--- config.mk ---
export PLATFORM = sky130hd
export DESIGN_NAME = regfile_wb_arbiter_flat
export DESIGN_NICKNAME = d
export VERILOG_FILES = /design/src/rtl/regfile_wb_arbiter_if.sv /design/src/rtl/regfile_wb_arbiter.sv /design/src/flat_wrapper.sv
export SDC_FILE = /design/constraint.sdc
export NUM_CORES = 1
export LEC_CHECK = 0
export CORE_AREA = 2 2 164 166
export CTS_CLUSTER_DIAMETER = 100
export DETAILED_ROUTE_END_ITERATION = 7
export DIE_AREA = 0 0 166 168
export GPL_ROUTABILITY_DRIVEN = 0
export PLACE_DENSITY_LB_ADDON = 0.2
export SLEW_MARGIN = 0
export SYNTH_ARGS = -nofsm -noshare
export SYNTH_HDL_FRONTEND = slang
export SYNTH_SLANG_ARGS = --single-unit
--- constraint.sdc ---
create_clock -name clk -period 2.6 [get_ports clk]
set_input_delay 0.39 -clock clk [delete_from_list [all_inputs] [get_ports clk]]
set_output_delay 0.39 -clock clk [all_outputs]
set_load 0.01 [all_outputs]
--- src/rtl/regfile_wb_arbiter_if.sv ---
// Bus bundle between writeback requesters, the arbiter and the register file write/forward ports.
// REGFILE_WB_PERF_EN adds the per-requester wait counters to the bundle.
interface regfile_wb_arbiter_if #(
   parameter int NREQ   = 3,
   parameter int DATA_W = 64,
   parameter int ADDR_W = 5
);
   logic [NREQ-1:0]        req_valid;
   logic [NREQ-1:0]        req_ready;
   logic [NREQ*ADDR_W-1:0] req_addr;
   logic [NREQ*DATA_W-1:0] req_data;
   logic                   wb_hold;
   logic                   wb_en;
   logic [ADDR_W-1:0]      wb_addr;
   logic [DATA_W-1:0]      wb_data;
   logic [ADDR_W-1:0]      rd_addr_0;
   logic [ADDR_W-1:0]      rd_addr_1;
   logic                   fwd_hit_0;
   logic                   fwd_hit_1;
   logic [DATA_W-1:0]      fwd_data_0;
   logic [DATA_W-1:0]      fwd_data_1;
   logic                   busy;
`ifdef REGFILE_WB_PERF_EN
   logic [NREQ*32-1:0]     perf_wait_cnt;
`endif

   modport slave (
      input  req_valid, req_addr, req_data, wb_hold, rd_addr_0, rd_addr_1,
      output req_ready, wb_en, wb_addr, wb_data,
      output fwd_hit_0, fwd_hit_1, fwd_data_0, fwd_data_1, busy
`ifdef REGFILE_WB_PERF_EN
      , output perf_wait_cnt
`endif
   );

   modport master (
      output req_valid, req_addr, req_data, wb_hold, rd_addr_0, rd_addr_1,
      input  req_ready, wb_en, wb_addr, wb_data,
      input  fwd_hit_0, fwd_hit_1, fwd_data_0, fwd_data_1, busy
`ifdef REGFILE_WB_PERF_EN
      , input perf_wait_cnt
`endif
   );
endinterface

--- src/rtl/regfile_wb_arbiter.sv ---
// Round-robin arbiter of NREQ writeback sources onto the single register file write port,
// with one registered stage and read-port forwarding. Optional REGFILE_WB_PERF_EN: wait counters.
module regfile_wb_arbiter #(
   parameter int NREQ   = 3,
   parameter int DATA_W = 64,
   parameter int ADDR_W = 5
) (
   input  logic                 clk,
   input  logic                 rst,
   regfile_wb_arbiter_if.slave  bus
);
   localparam int PTR_W = (NREQ > 1) ? $clog2(NREQ) : 1;
   localparam logic [PTR_W:0]   NREQ_W = (PTR_W+1)'(NREQ);
   localparam logic [PTR_W-1:0] LAST   = PTR_W'(NREQ-1);

   logic                 stg_valid_q, stg_valid_d;
   logic [ADDR_W-1:0]    stg_addr_q,  stg_addr_d;
   logic [DATA_W-1:0]    stg_data_q,  stg_data_d;
   logic [PTR_W-1:0]     rr_ptr_q,    rr_ptr_d;

   logic                 gnt_vld;
   logic [PTR_W-1:0]     gnt_idx;
   logic [NREQ-1:0]      gnt_oh;
   logic [2*NREQ-1:0]    rot;
   logic [PTR_W:0]       sum;
   logic [ADDR_W-1:0]    sel_addr;
   logic [DATA_W-1:0]    sel_data;
   logic [NREQ-1:0]      req_ready_w;

   // Rotate the request vector so bit 0 is the current priority holder, then take the first set bit.
   always_comb begin
      gnt_vld = 1'b0;
      gnt_idx = '0;
      sum     = '0;
      rot     = {bus.req_valid, bus.req_valid} >> rr_ptr_q;
      if (!bus.wb_hold) begin
         for (int k = 0; k < NREQ; k++) begin
            if (!gnt_vld && rot[k]) begin
               gnt_vld = 1'b1;
               sum     = {1'b0, rr_ptr_q} + (PTR_W+1)'(k);
               if (sum >= NREQ_W) sum = sum - NREQ_W;
               gnt_idx = sum[PTR_W-1:0];
            end
         end
      end
   end

   always_comb begin
      gnt_oh   = '0;
      sel_addr = '0;
      sel_data = '0;
      for (int i = 0; i < NREQ; i++) begin
         gnt_oh[i] = gnt_vld && (gnt_idx == PTR_W'(i));
         if (gnt_oh[i]) begin
            sel_addr = bus.req_addr[i*ADDR_W +: ADDR_W];
            sel_data = bus.req_data[i*DATA_W +: DATA_W];
         end
      end
   end

   // Ready is forced low while reset is asserted so no handshake is seen during reset.
   assign req_ready_w = gnt_oh & {NREQ{rst}};

   always_comb begin
      stg_valid_d = stg_valid_q;
      stg_addr_d  = stg_addr_q;
      stg_data_d  = stg_data_q;
      rr_ptr_d    = rr_ptr_q;
      if (!bus.wb_hold) begin
         // A granted write to x0 completes the handshake but leaves the stage empty.
         stg_valid_d = gnt_vld && (sel_addr != '0);
         if (stg_valid_d) begin
            stg_addr_d = sel_addr;
            stg_data_d = sel_data;
         end
         if (gnt_vld) begin
            rr_ptr_d = (gnt_idx == LAST) ? '0 : gnt_idx + PTR_W'(1);
         end
      end
   end

   always_ff @(posedge clk or negedge rst) begin
      if (!rst) begin
         stg_valid_q <= 1'b0;
         stg_addr_q  <= '0;
         stg_data_q  <= '0;
         rr_ptr_q    <= '0;
      end else begin
         stg_valid_q <= stg_valid_d;
         stg_addr_q  <= stg_addr_d;
         stg_data_q  <= stg_data_d;
         rr_ptr_q    <= rr_ptr_d;
      end
   end

   assign bus.req_ready  = req_ready_w;
   assign bus.wb_en      = stg_valid_q & ~bus.wb_hold;
   assign bus.wb_addr    = stg_addr_q;
   assign bus.wb_data    = stg_data_q;
   assign bus.busy       = stg_valid_q;

   // Forwarding stays live during hold: the stage still carries the newest value.
   assign bus.fwd_hit_0  = stg_valid_q && (stg_addr_q == bus.rd_addr_0) && (bus.rd_addr_0 != '0);
   assign bus.fwd_hit_1  = stg_valid_q && (stg_addr_q == bus.rd_addr_1) && (bus.rd_addr_1 != '0);
   assign bus.fwd_data_0 = bus.fwd_hit_0 ? stg_data_q : '0;
   assign bus.fwd_data_1 = bus.fwd_hit_1 ? stg_data_q : '0;

`ifdef REGFILE_WB_PERF_EN
   logic [NREQ-1:0][31:0] perf_cnt_q, perf_cnt_d;

   always_comb begin
      perf_cnt_d = perf_cnt_q;
      for (int i = 0; i < NREQ; i++) begin
         if (bus.req_valid[i] && !req_ready_w[i] && (perf_cnt_q[i] != 32'hFFFF_FFFF))
            perf_cnt_d[i] = perf_cnt_q[i] + 32'd1;
      end
   end

   always_ff @(posedge clk or negedge rst) begin
      if (!rst) perf_cnt_q <= '0;
      else      perf_cnt_q <= perf_cnt_d;
   end

   assign bus.perf_wait_cnt = perf_cnt_q;
`endif
endmodule

--- src/flat_wrapper.sv ---
// flat-port wrapper written by rule: the top's interface ports become plain ports
module regfile_wb_arbiter_flat 
#(
   parameter int NREQ   = 3,
   parameter int DATA_W = 64,
   parameter int ADDR_W = 5
)
  (clk, rst, bus_req_valid, bus_req_addr, bus_req_data, bus_wb_hold, bus_rd_addr_0, bus_rd_addr_1, bus_req_ready, bus_wb_en, bus_wb_addr, bus_wb_data, bus_fwd_hit_0, bus_fwd_hit_1, bus_fwd_data_0, bus_fwd_data_1, bus_busy);
  regfile_wb_arbiter_if #(.NREQ(NREQ), .DATA_W(DATA_W), .ADDR_W(ADDR_W)) bus_i ();
  input  logic clk;
  input  logic rst;
  input wire logic [$bits(bus_i.req_valid)-1:0] bus_req_valid;
  input wire logic [$bits(bus_i.req_addr)-1:0] bus_req_addr;
  input wire logic [$bits(bus_i.req_data)-1:0] bus_req_data;
  input wire logic [$bits(bus_i.wb_hold)-1:0] bus_wb_hold;
  input wire logic [$bits(bus_i.rd_addr_0)-1:0] bus_rd_addr_0;
  input wire logic [$bits(bus_i.rd_addr_1)-1:0] bus_rd_addr_1;
  output wire logic [$bits(bus_i.req_ready)-1:0] bus_req_ready;
  output wire logic [$bits(bus_i.wb_en)-1:0] bus_wb_en;
  output wire logic [$bits(bus_i.wb_addr)-1:0] bus_wb_addr;
  output wire logic [$bits(bus_i.wb_data)-1:0] bus_wb_data;
  output wire logic [$bits(bus_i.fwd_hit_0)-1:0] bus_fwd_hit_0;
  output wire logic [$bits(bus_i.fwd_hit_1)-1:0] bus_fwd_hit_1;
  output wire logic [$bits(bus_i.fwd_data_0)-1:0] bus_fwd_data_0;
  output wire logic [$bits(bus_i.fwd_data_1)-1:0] bus_fwd_data_1;
  output wire logic [$bits(bus_i.busy)-1:0] bus_busy;
  assign bus_i.req_valid = bus_req_valid;
  assign bus_i.req_addr = bus_req_addr;
  assign bus_i.req_data = bus_req_data;
  assign bus_i.wb_hold = bus_wb_hold;
  assign bus_i.rd_addr_0 = bus_rd_addr_0;
  assign bus_i.rd_addr_1 = bus_rd_addr_1;
  assign bus_req_ready = bus_i.req_ready;
  assign bus_wb_en = bus_i.wb_en;
  assign bus_wb_addr = bus_i.wb_addr;
  assign bus_wb_data = bus_i.wb_data;
  assign bus_fwd_hit_0 = bus_i.fwd_hit_0;
  assign bus_fwd_hit_1 = bus_i.fwd_hit_1;
  assign bus_fwd_data_0 = bus_i.fwd_data_0;
  assign bus_fwd_data_1 = bus_i.fwd_data_1;
  assign bus_busy = bus_i.busy;
  regfile_wb_arbiter #(.NREQ(NREQ), .DATA_W(DATA_W), .ADDR_W(ADDR_W)) u_core (.clk(clk), .rst(rst), .bus(bus_i));
endmodule
# Word-level counts from Yosys, hierarchy flattened
# Index checks and enable logic that the tools add are counted.
word_totals:
  romBits: 0
  input_bits: 223
  elab_cells: 61
  output_inout_bits: 204
  n_memories: 0
  latchBits: 0
  ram_bits: 0
  reg_bits: 72
classes:
  shift: 1
  n_addsub: 6
  bitwise_logic: 3
  n_reduce_logical: 18
  eq_ne: 4
  muxes: 22
  n_div: 0
  mul: 0
  order_cmp: 3
op_table:
  columns: ["cell", "n"]
  rows:
  - ["$mux 64", 5]
  - ["$mux 2", 8]
  - ["$mux 5", 3]
  - ["$reduce_bool 5->1", 3]
  - ["$eq 5x5->1", 2]
  - ["$logic_and 1x1->1", 10]
  - ["$ge 3x2->1 const B", 2]
  - ["$mux 1", 6]
  - ["$shr 6x2->3", 1]
  - ["$sub 2x2->2 const B", 3]
  - ["$reduce_and 2->1", 2]
  - ["$add 2x1->3 const B", 1]
  - ["$add 2x2->3 const B", 1]
  - ["$and 3x3->3", 1]
  - ["$add 2x1->2 const B", 1]
  - ["$eq 2x1->1 const B", 1]
  - ["$eq 2x2->1 const B", 1]
  - ["$ge 2x2->1 const B", 1]
  - ["$logic_not 1->1", 2]
  - ["$logic_not 2->1", 1]
  - ["$and 1x1->1", 1]
  - ["$not 1->1", 1]

# Logic depth before layout (Yosys ltp)
logic_depth:
  ltp_word: 19
  ltp_mapped: 14

# Least setup slack after synthesis
# No wires, ideal clock.
synth_path:
  kind: "register -> output"
  startpoint: "register u_core.rr_ptr_q[0]"
  endpoint: "output port bus_req_ready[1]"
  path_slack_ps: -290
  n_path_buf: 3
  path_stages_with_launch: 12
  arrival_time_ps: 2500
  cell_sequence: "dfrtp_1 > buf_2 > inv_1 > ha_1 > nor3b_1 > o21bai_1 > nand4_1 > a21oi_2 > buf_2 > nor3_1 > clkbuf_1 > and2_1"
synth_between:
  elab_chain_cells: 14
  elab_cells_between_ends: 29
  classes_between: "5 x add/sub; 3 x order compare; 1 x eq/ne; 1 x shift; 13 x mux; 1 x bitwise; 5 x reduce/logical"
synth_rtl:
  columns: ["element", "line_no", "rtl"]
  rows:
  - ["start: declaration", "regfile_wb_arbiter.sv:19", "logic [PTR_W-1:0] rr_ptr_q, rr_ptr_d;"]
  - ["start signal: assignment", "regfile_wb_arbiter.sv:92", "rr_ptr_q <= rr_ptr_d;"]
  - ["$shr 6x2->3", "regfile_wb_arbiter.sv:35", "rot = {bus.req_valid, bus.req_valid} >> rr_ptr_q;"]
  - ["$mux 1", "regfile_wb_arbiter.sv:38", "if (!gnt_vld && rot[k]) begin"]
  - ["$mux 1", "regfile_wb_arbiter.sv:36", "if (!bus.wb_hold) begin"]
  - ["$logic_not 1->1", "regfile_wb_arbiter.sv:38", null]
  - ["$logic_and 1x1->1", "regfile_wb_arbiter.sv:38", null]
  - ["$mux 1", "regfile_wb_arbiter.sv:38", null]
  - ["$mux 1", "regfile_wb_arbiter.sv:36", null]
  - ["$logic_not 1->1", "regfile_wb_arbiter.sv:38", null]
  - ["$logic_and 1x1->1", "regfile_wb_arbiter.sv:38", null]
  - ["$mux 2", "regfile_wb_arbiter.sv:38", null]
  - ["$mux 2", "regfile_wb_arbiter.sv:36", null]
  - ["$eq 2x1->1", "regfile_wb_arbiter.sv:53", "gnt_oh[i] = gnt_vld && (gnt_idx == PTR_W'(i));"]
  - ["$logic_and 1x1->1 *", "regfile_wb_arbiter.sv:53", null]
  - ["$and 3x3->3 *", "regfile_wb_arbiter.sv:62", "assign req_ready_w = gnt_oh & {NREQ{rst}};"]
  - ["end: declaration", "flat_wrapper.sv:18", "output wire logic [$bits(bus_i.req_ready)-1:0] bus_req_ready;"]
# Mark *: on every way between the ends. The rest lies on a longest branch, timed or not. The select of a mux whose other input is x is not followed.

# Worst setup path in the final report
layout_path:
  startpoint: "input port bus_req_valid[2]"
  endpoint: "register u_core.stg_data_q[41] (netlist: u_core.bus.wb_data[41])"
layout_between:
  elab_chain_cells: 19
  elab_cells_between_ends: 30
  classes_between: "2 x eq/ne; 1 x shift; 16 x mux; 11 x reduce/logical"
layout_rtl:
  columns: ["element", "line_no", "rtl"]
  rows:
  - ["start: declaration", "flat_wrapper.sv:12", "input wire logic [$bits(bus_i.req_valid)-1:0] bus_req_valid;"]
  - ["$shr 6x2->3 *", "regfile_wb_arbiter.sv:35", null]
  - ["$mux 1", "regfile_wb_arbiter.sv:38", null]
  - ["$mux 1", "regfile_wb_arbiter.sv:36", null]
  - ["$logic_not 1->1", "regfile_wb_arbiter.sv:38", null]
  - ["$logic_and 1x1->1", "regfile_wb_arbiter.sv:38", null]
  - ["$mux 1", "regfile_wb_arbiter.sv:38", null]
  - ["$mux 1", "regfile_wb_arbiter.sv:36", null]
  - ["$logic_not 1->1", "regfile_wb_arbiter.sv:38", null]
  - ["$logic_and 1x1->1", "regfile_wb_arbiter.sv:38", null]
  - ["$mux 2", "regfile_wb_arbiter.sv:38", null]
  - ["$mux 2", "regfile_wb_arbiter.sv:36", null]
  - ["$logic_not 2->1", "regfile_wb_arbiter.sv:53", null]
  - ["$logic_and 1x1->1", "regfile_wb_arbiter.sv:53", null]
  - ["$mux 5 (3 in a row)", "regfile_wb_arbiter.sv:54", "if (gnt_oh[i]) begin"]
  - ["$reduce_bool 5->1", "regfile_wb_arbiter.sv:71", "stg_valid_d = gnt_vld && (sel_addr != '0);"]
  - ["$logic_and 1x1->1", "regfile_wb_arbiter.sv:71", null]
  - ["$reduce_and 2->1 (no line)", null, null]
  - ["end signal: assignment", "regfile_wb_arbiter.sv:91", "stg_data_q <= stg_data_d;"]
  - ["end: declaration", "regfile_wb_arbiter.sv:18", "logic [DATA_W-1:0] stg_data_q, stg_data_d;"]
# Marked as above.
# A chain may end at the register's enable or synchronous reset.

==> metrics.yaml <==
period_needed_ns: 2.94
vdd_ir_drop_max_v: 0.000387
port_buffers: 426
die-area_um2: 27900
rsz0062_at_grt: "true"
worst_hold_slack_ns: 0.572
crit_arrival_ns: 3.15
dp.final_hpwl_um: 20400
htreeDepth: 3
rows: 60
switching_share_pct: 38.1
cap_violations: 0
clkPwrFrac_pct: 13.2
synthArstFlopShare_pct: 100
vias: 6937
gr-total-overflow: 0
drc_errors: 0
critPathKind: "primary input to flop"
slew_violations: 0
cts_root_buf: "clkbuf_16"
synth_area_leader_cell: "dfrtp_1"
end_kind: "flop"
ys_warn_count: 0
insertion_delay_ns: 0.34
synthTopCellsByCount: "and2_1 (130), nand2_1 (76), o21ai_0 (73)"
grt_pass1_vias: 7312
p_seq_share_pct: 18.7
grt_max_degree: 51
synth_cell_types: 54
status: "finished, violations left"
setup_slack_ns: -0.336
finalPower_mw: 11.7
grt_antenna_before_repair: 1
min_to: "u_core.bus.wb_data[40]$_DFFE_PN0P_"
initial_core_util_pct: 21.2
reg2reg_depth: 14
synthesis.nets: 866
hp-start: "u_core.bus.wb_data[40]$_DFFE_PN0P_"
synth_most_common_cell: "and2_1"
clock-sinks: 72
ant_nets: 0
timing.final.crit_share_pct: 113
clkSlewWorstSetupHoldPaths_ns: 0.06
num_io_pins: 427
yosys.area.top_type_share_pct: 32.3
max_freq_mhz: 341
area_growth_pct: 128
finalClockSkew_ns: 0.00624
die_w_um: 166
dpl_worst_slack_ns: -0.883
dr.pass1.iters: 4
rrSetupSlack_ns: -0.33
first_iter_violations: 230
hold_viol_final: 0
pwr_density_cell_nw_per_um2: 924
drt_wl_total_um: 31900
finalNetCount: 1384
startpoint: "bus_req_valid[2]"
grt_pass1_wl_um: 45400
ys_ff_latch: 72
timing.rr.start: "u_core.rr_ptr_q[0]$_DFFE_PN0P_"
grt_usage_pct: 21.4
drive_gt1_share_pct: 42.2
synth_flop_cell: "dfrtp_1"
synth-edff-count: 0
r2r-end: "u_core.bus.wb_data[41]$_DFFE_PN0P_"
startpoint_type: "primary input"
tightest_slew_ns: 0.681
worstPathMaxFanout: 7
min_path_type: "flop to flop"
pwr-share-comb_pct: 68.1
cts_buffer_depth: 2
power_switching_mw: 4.47
p_int_mw: 7.26
netlist_instances: 639
cts_tree: "done"
numCtsBuffers: 9
hold_depth: 1
crit_required_ns: 2.82
wl_per_cell_um: 21.2
via_per_inst: 4.61
violations: "setup timing"
syn_area_um2: 5570
ys_seq_area_share_pct: 32.3
synth.avg_cell_area_um2: 8.72
leakage_nw: 5.52
coreArea_um2: 26400
max_slew_margin_pct: 54.6
n_fill_cell: 2536
synth_area_leaders: "dfrtp_1 (32%), and2_1 (15%), a22oi_1 (8.8%)"
die_h_um: 168
setup_violations: 118
[cell type report]
cell class / count / area (µm²) / share of cell area (%)
Multi-Input combinational cell: 505 / 4020 / 31.6
Clock buffer: 10 / 239 / 1.88
Sequential cell: 72 / 1810 / 14.2
Antenna cell: 2 / 5.00 / 0.0394
Clock inverter: 5 / 129 / 1.02
Inverter: 7 / 28.8 / 0.227
Timing Repair Buffer: 562 / 6040 / 47.6
Tap cell: 341 / 427 / 3.36
[per-stage QoR]
step                util (%)  instances  TNS [ns]  instance area, µm²
finish                  48.2       1504    -21.57               12700
global route            48.2       1502    -43.50               12700
CTS                     45.3       1483    -24.96               11900
detailed placement      40.1       1403   -107.95               10600
global placement        40.1       1403   -101.29               10600
floorplan                  -        639     -3.11                5680
[metal layers]
layer | GRT usage, % | wire (µm) | up-vias
li1 | - | - | 3302
met1 | 24.9 | 12800 | 3312
met2 | 39.4 | 16700 | 292
met3 | 4.96 | 1810 | 31
met4 | 5.33 | 595 | 0
met5 | 0 | 0 | -
[sequential cells by signal, indices dropped and copies added, names as in the netlist]
register	count
u_core.bus.busy	1
u_core.bus.wb_data	64
u_core.rr_ptr_q	2
u_core.bus.wb_addr	5
[power groups by stage]
stage | Clock [mW] | Combinational (mW) | Sequential, mW
2_1_floorplan | 0 | 3.40 | 2.14
3_3_place_gp | 0 | 6.03 | 2.20
3_5_place_dp | 0 | 6.09 | 2.20
4_1_cts | 1.60 | 7.76 | 2.16
5_1_grt | 1.63 | 8.56 | 2.26
6_report | 1.55 | 7.99 | 2.19
[timing repair]
action | 4_1_cts | 5_1_grt
gates resized for setup | 418 | 410
hold buffers | 1 | 0
endpoints found under the setup margin | 203 | 203
hold endpoints to repair | 22 | 0
pin swaps | 18 | 12
cloned | 18 | 6
buffers inserted | 48 | 22
[worst max-delay path, cell delays in order]
cell,delay [ns]
clkdlybuf4s50_1,0.45
and2b_2,0.26
a311oi_4,0.43
nor3_4,0.09
a21oi_4,0.17
buf_6,0.15
mux2i_4,0.08
o31ai_4,0.24
o221ai_4,0.18
buf_12,0.17
buf_6,0.12
buf_8,0.13
mux2_4,0.29
[layout by cell type, fill, tap and decap left out, types with 3 or more instances in the layout]
cell             synthesis  layout
dfrtp_2                  0       5
nor3_2                   0       3
o21ai_0                 73      72
mux2i_1                  4       3
mux2_4                  25      29
o21bai_1                 4       4
a22oi_1                 65      64
clkbuf_16                0      14
buf_6                    4     125
buf_8                    0       8
buf_4                    1      60
clkdlybuf4s50_1          0     283
o211ai_1                 3       3
and3_4                   0       3
nor2_1                   9       7
dlygate4sd2_1            0       9
mux2_2                  38      36
inv_1                    7       5
clkbuf_2                 0      20
xor2_1                   6       6
buf_12                   0      22
nand2b_1                 3       3
dfrtp_1                 72      67
buf_16                   0      12
buf_2                   14      14
nand2_1                 76      75
bufinv_16                0       4
a22o_1                   3       3
and2_4                   0      99
nor3_1                   8       3
and2_1                 130      31
[kinds of logic (layout without fill, tap and decap cells)]
logic type | after synthesis | after routing | share of synthesized area, %
and+or+nand+nor | 251 | 251 | 24.3
AOI/OAI and AO/OA | 173 | 173 | 20.6
muxes | 69 | 69 | 15.5
adders and majority gates | 4 | 4 | 0.898
other | 0 | 2 | 0
xor gates and xnor gates | 8 | 8 | 1.26
buffers and inverters | 62 | 584 | 5.10
DFF | 72 | 72 | 32.3
[how the worst max path moves through the flow]
stage	to	slack [ns]
after floorplan	u_core.bus.wb_data[0]$_DFFE_PN0P_	-0.12
after global placement	u_core.bus.wb_data[16]$_DFFE_PN0P_	-0.78
after detailed placement	u_core.bus.wb_data[39]$_DFFE_PN0P_	-0.88
after CTS	u_core.bus.wb_data[41]$_DFFE_PN0P_	-0.34
after global routing	u_core.bus.wb_data[41]$_DFFE_PN0P_	-0.48
final	u_core.bus.wb_data[41]$_DFFE_PN0P_	-0.34
Note: power is estimated with default switching activity, not from simulation.
